File: src/rtl/hazard_ctrl_unit.sv
// Pipeline hazard control: operand forwarding, load-use stall, branch flush and a
// multi-cycle multiply hold FSM. Define HAZARD_PERF_CNT_EN to build the stall/flush counters.
module hazard_ctrl_unit #(
    parameter int REG_ADDR_W = 5,
    parameter int MUL_LAT    = 3,
    parameter int CNT_W      = 16
) (
    input  logic                  clk,
    input  logic                  rst,
    input  logic                  RegWriteM,
    input  logic                  RegWriteW,
    input  logic [REG_ADDR_W-1:0] RD_M,
    input  logic [REG_ADDR_W-1:0] RD_W,
    input  logic [REG_ADDR_W-1:0] Rs1_E,
    input  logic [REG_ADDR_W-1:0] Rs2_E,
    input  logic [REG_ADDR_W-1:0] Rs1_D,
    input  logic [REG_ADDR_W-1:0] Rs2_D,
    input  logic [REG_ADDR_W-1:0] RD_E,
    input  logic                  ResultSrcE,
    input  logic                  PCSrcE,
    input  logic                  MulStartE,
    output logic [1:0]            ForwardAE,
    output logic [1:0]            ForwardBE,
    output logic                  StallF,
    output logic                  StallD,
    output logic                  StallE,
    output logic                  FlushD,
    output logic                  FlushE,
    output logic                  FlushM,
    output logic                  MulBusy,
    output logic [CNT_W-1:0]      StallCount,
    output logic [CNT_W-1:0]      FlushCount
);

    typedef enum logic {
        IDLE,
        MUL_BUSY
    } state_t;

    // The start cycle itself counts as one of the MUL_LAT execute cycles.
    localparam bit       MUL_MULTI = (MUL_LAT > 1);
    localparam logic [3:0] MUL_LOAD = (MUL_LAT > 1) ? 4'(MUL_LAT - 2) : 4'd0;

    state_t     state_reg, state_next;
    logic [3:0] cnt_reg, cnt_next;
    logic       lw_stall;

    logic [1:0][REG_ADDR_W-1:0] rs_e;
    logic [1:0][1:0]            fwd_sel;

    assign rs_e = {Rs2_E, Rs1_E};

    genvar gi;
    generate
        for (gi = 0; gi < 2; gi++) begin : g_fwd
            assign fwd_sel[gi] =
                (!rst)                                                        ? 2'b00 :
                (RegWriteM && (RD_M != '0) && (RD_M == rs_e[gi]))             ? 2'b10 :
                (RegWriteW && (RD_W != '0) && (RD_W == rs_e[gi]))             ? 2'b01 :
                                                                                2'b00;
        end
    endgenerate

    assign ForwardAE = fwd_sel[0];
    assign ForwardBE = fwd_sel[1];

    assign lw_stall = ResultSrcE && (RD_E != '0) && ((RD_E == Rs1_D) || (RD_E == Rs2_D));

    always_ff @(posedge clk or negedge rst) begin
        if (!rst) begin
            state_reg <= IDLE;
            cnt_reg   <= 4'd0;
        end else begin
            state_reg <= state_next;
            cnt_reg   <= cnt_next;
        end
    end

    always_comb begin
        state_next = state_reg;
        cnt_next   = cnt_reg;
        StallF     = 1'b0;
        StallD     = 1'b0;
        StallE     = 1'b0;
        FlushD     = 1'b0;
        FlushE     = 1'b0;
        FlushM     = 1'b0;
        MulBusy    = 1'b0;
        // Holding reset keeps every control output quiet regardless of inputs.
        if (rst) begin
            case (state_reg)
                IDLE: begin
                    StallF = lw_stall && !PCSrcE;
                    StallD = lw_stall && !PCSrcE;
                    FlushD = PCSrcE;
                    FlushE = lw_stall || PCSrcE;
                    if (MulStartE && !PCSrcE && MUL_MULTI) begin
                        state_next = MUL_BUSY;
                        cnt_next   = MUL_LOAD;
                    end
                end
                MUL_BUSY: begin
                    // Load-use and redirect are masked; the multiply owns E.
                    MulBusy = 1'b1;
                    StallF  = 1'b1;
                    StallD  = 1'b1;
                    StallE  = 1'b1;
                    FlushM  = 1'b1;
                    if (cnt_reg == 4'd0) begin
                        state_next = IDLE;
                    end else begin
                        cnt_next = cnt_reg - 4'd1;
                    end
                end
                default: begin
                    state_next = IDLE;
                    cnt_next   = 4'd0;
                end
            endcase
        end
    end

`ifdef HAZARD_PERF_CNT_EN
    logic [CNT_W-1:0] stall_cnt_reg;
    logic [CNT_W-1:0] flush_cnt_reg;

    always_ff @(posedge clk or negedge rst) begin
        if (!rst) begin
            stall_cnt_reg <= '0;
            flush_cnt_reg <= '0;
        end else begin
            if (StallF && (stall_cnt_reg != '1)) begin
                stall_cnt_reg <= stall_cnt_reg + CNT_W'(1);
            end
            if ((FlushE || FlushM) && (flush_cnt_reg != '1)) begin
                flush_cnt_reg <= flush_cnt_reg + CNT_W'(1);
            end
        end
    end

    assign StallCount = stall_cnt_reg;
    assign FlushCount = flush_cnt_reg;
`else
    assign StallCount = '0;
    assign FlushCount = '0;
`endif

endmodule
File: config.mk
export PLATFORM = sky130hd
export DESIGN_NAME = hazard_ctrl_unit
export DESIGN_NICKNAME = d
export VERILOG_FILES = /design/src/rtl/hazard_ctrl_unit.sv
export SDC_FILE = /design/constraint.sdc
export NUM_CORES = 1
export LEC_CHECK = 0
export BUFFER_PORTS_ARGS = -buffer_cell sky130_fd_sc_hd__buf_2
export CORE_ASPECT_RATIO = 1.2
export CORE_MARGIN = 2
export CORE_UTILIZATION = 40
export DETAILED_ROUTE_END_ITERATION = 10
export PLACE_DENSITY_LB_ADDON = 0.2
export SYNTH_ARGS = -nofsm -noshare
export SYNTH_HDL_FRONTEND = slang
export SYNTH_SLANG_ARGS = --single-unit
File: constraint.sdc
create_clock -name clk -period 3.45 [get_ports clk]
set_clock_uncertainty 0.1 [all_clocks]
set_input_delay 0.8625 -clock clk [delete_from_list [all_inputs] [get_ports clk]]
set_output_delay 0.8625 -clock clk [all_outputs]
set_load 0.05 [all_outputs]
==> results.json <==
{
  "status": "complete, no violations",
  "slew-limit-headroom_pct": 60.5,
  "grt_max_degree": 15,
  "first_pass_iters": 3,
  "antenna_found_initial": 0,
  "cts_setup_buffers": 0,
  "cp_num_buf_inv": 2,
  "start_util_pct": 42.5,
  "cts_sinks": 5,
  "port_buffers": 52,
  "power_frac_seq_pct": 22.7,
  "worst_pin_slew_ps": 587,
  "cp_top_family": "simple AND/OR/NAND/NOR gates",
  "fill_cells": 226,
  "yosysSeqAreaShare_pct": 12.6,
  "dpl-instance-area_um2": 1180,
  "intPower_w": 0.000216,
  "vias": 938,
  "grtUsageMet2_pct": 27.6,
  "diodes": 0,
  "ys.flop_type": "dfrtp_1",
  "switchingPower_w": 0.000259,
  "cts_max_path_buffers": 2,
  "r2r_cells": 6,
  "final_common_cell": "buf_2",
  "period_needed_ps": 3270,
  "path_depth": 6,
  "cts_tree": "built",
  "coreArea_um2": 2330,
  "hold_class": "register to register",
  "start_kind": "primary input",
  "clk_pin_slew_ps": 40,
  "nNetsFinal": 219,
  "swShare_pct": 54.5,
  "ios": 85,
  "period_share_pct": 94.8,
  "synth_cell_types": 28,
  "dr.first_iter.drc_count": 7,
  "crit_fanout": 3,
  "use_met1_pct": 14.1,
  "layout_common_cells": "buf_2 (52), conb_1 (32), xor2_1 (24)",
  "worstSetupPathType": "primary input to output port",
  "finalHoldViolCount": 0,
  "antenna_left": 0,
  "root_buffer": "clkbuf_4",
  "worst_ep_required_time_ps": 2490,
  "setup_viol": 0,
  "drc": 0,
  "die-area_um2": 2890,
  "fmax_ghz": 0.306,
  "track_usage_pct": 14.0,
  "drv_slew": 0,
  "holdPathStages": 2,
  "crit_path_top_delay_cell": "or4_1",
  "drive_above_1_share_pct": 36.2,
  "wl_per_cell_um": 10.3,
  "die_y_um": 58.5,
  "numCtsBuffers": 3,
  "dp_hpwl_um": 1910,
  "cts_max_level": 1,
  "top_usage_layer": "met2",
  "crit_path_end_kind": "output port",
  "multi_input_area_um2": 724,
  "grt_overflow": 0,
  "holdBufCountCts": 0,
  "ir_drop_uv": 210,
  "critPathMaxStageDelay_ps": 530,
  "dp_cells": 201,
  "fin_area_um2": 1200,
  "synthCells": 122,
  "clk_latency_ps": 250,
  "tns_ps": 0,
  "rows": 19,
  "synth_edf_count": 0,
  "p_clk_share_pct": 14.9,
  "synth_area_per_cell_um2": 8.12,
  "grt_pass1_wl_um": 3200,
  "largest_reg_flops": 4,
  "place.gp.congestion": 0.757,
  "drt-total-wl_um": 2120,
  "vias_per_cell": 4.58,
  "first_global_vias": 813,
  "cts-resized-gates": 0,
  "fin_cells": 205,
  "dieWidth_um": 49.4,
  "arrival_ps": 2310,
  "cpMostUsedCell": "buf_2",
  "crit_chain": "buf_2 -> or4_1 -> o21ai_2 -> nor4_1 -> nor4_4 -> buf_2",
  "power_density_nw_per_um2": 394,
  "comb_power_share_pct": 62.4,
  "seqCellArea_um2": 125,
  "syn_to_final_growth_pct": 21.6,
  "grtUsageMet3_pct": 2.79,
  "async_flop_share_pct": 100,
  "power_leakage_nw": 0.644,
  "ys_ff_latch": 5,
  "netlist_area_um2": 991,
  "maxCapViolations": 0,
  "ys_warn_count": 0,
  "hold-worst-slack_ps": 436,
  "rsz0062_at_grt": "false"
}
layer usage:
| layer | up-vias | routed length (um) |
|---|---|---|
| met5 | - | 0 |
| met4 | 0 | 19 |
| met3 | 2 | 225 |
| met2 | 62 | 1120 |
| met1 | 419 | 753 |
| li1 | 455 | - |
cell type report:
class	instances	area share (%)
repair buffers	53	22.2
well taps	31	3.22
flip-flops and latches	5	10.4
multi-input cells	106	60.1
inverters	6	1.87
clock buffers	4	2.18
metrics by stage:
step | worst slack, ps | util [%] | power (W)
2_1_floorplan | -223 | - | 0.000368
3_3_place_gp | 182 | 50.6 | 0.000396
3_5_place_dp | 162 | 50.6 | 0.000406
5_1_grt | 40.6 | 51.7 | 0.000508
6_report | 178 | 51.7 | 0.000475
4_1_cts | 158 | 51.7 | 0.000478
cells by family (layout without fill, tap and decap cells):
group                      count (synthesis)  count (layout)  synth area share (%)
and+or+nand+nor                           26              26                  16.8
muxes                                      1               1                  1.01
xor gates and xnor gates                  30              30                  26.5
AOI/OAI and AO/OA                         15              15                  10.9
buffers and inverters                     42              63                  29.3
other                                      1              32                 0.378
adders and majority gates                  2               2                  2.52
DFF                                        5               5                  12.6
tightest hold or removal path: stages (launching register included):
cell and delay, ps:
dfrtp_1 370, nand2_1 60, o31ai_1 60
path summary, 6_finish.rpt:
kind,from,to,slack [ps]
worst max register to register,cnt_reg[0]$_DFFE_PN0P_,cnt_reg[3]$_DFFE_PN0P_,1760
worst min-delay path,cnt_reg[1]$_DFFE_PN0P_,cnt_reg[1]$_DFFE_PN0P_,440
min in group asynchronous,rst,cnt_reg[2]$_DFFE_PN0P_,460
worst max-delay path,RD_M[1],ForwardAE[0],180
worst min register to register,cnt_reg[1]$_DFFE_PN0P_,cnt_reg[1]$_DFFE_PN0P_,440
max in group asynchronous,rst,cnt_reg[1]$_DFFE_PN0P_,2650
synthesized netlist by cell type (3+ instances only):
master   instances  area, um^2
buf_4           35         263
xor2_1          24         210
inv_1            6        22.5
or4_1            6        45.0
xnor2_1          6        52.6
dfrtp_1          5         125
nand3_1          4        20.0
o21ai_0          4        20.0
nor3_1           3        15.0
power groups by stage:
| stage | combinational, W | sequential [W] | clock [W] |
|---|---|---|---|
| 4_1_cts | 0.000298 | 0.000107 | 0.0000724 |
| 3_5_place_dp | 0.000298 | 0.000108 | 0 |
| 6_report | 0.000296 | 0.000108 | 0.0000709 |
| 3_3_place_gp | 0.000290 | 0.000107 | 0 |
| 5_1_grt | 0.000321 | 0.000112 | 0.0000756 |
| 2_1_floorplan | 0.000266 | 0.000101 | 0 |
Note: power is estimated with default switching activity, not from simulation.
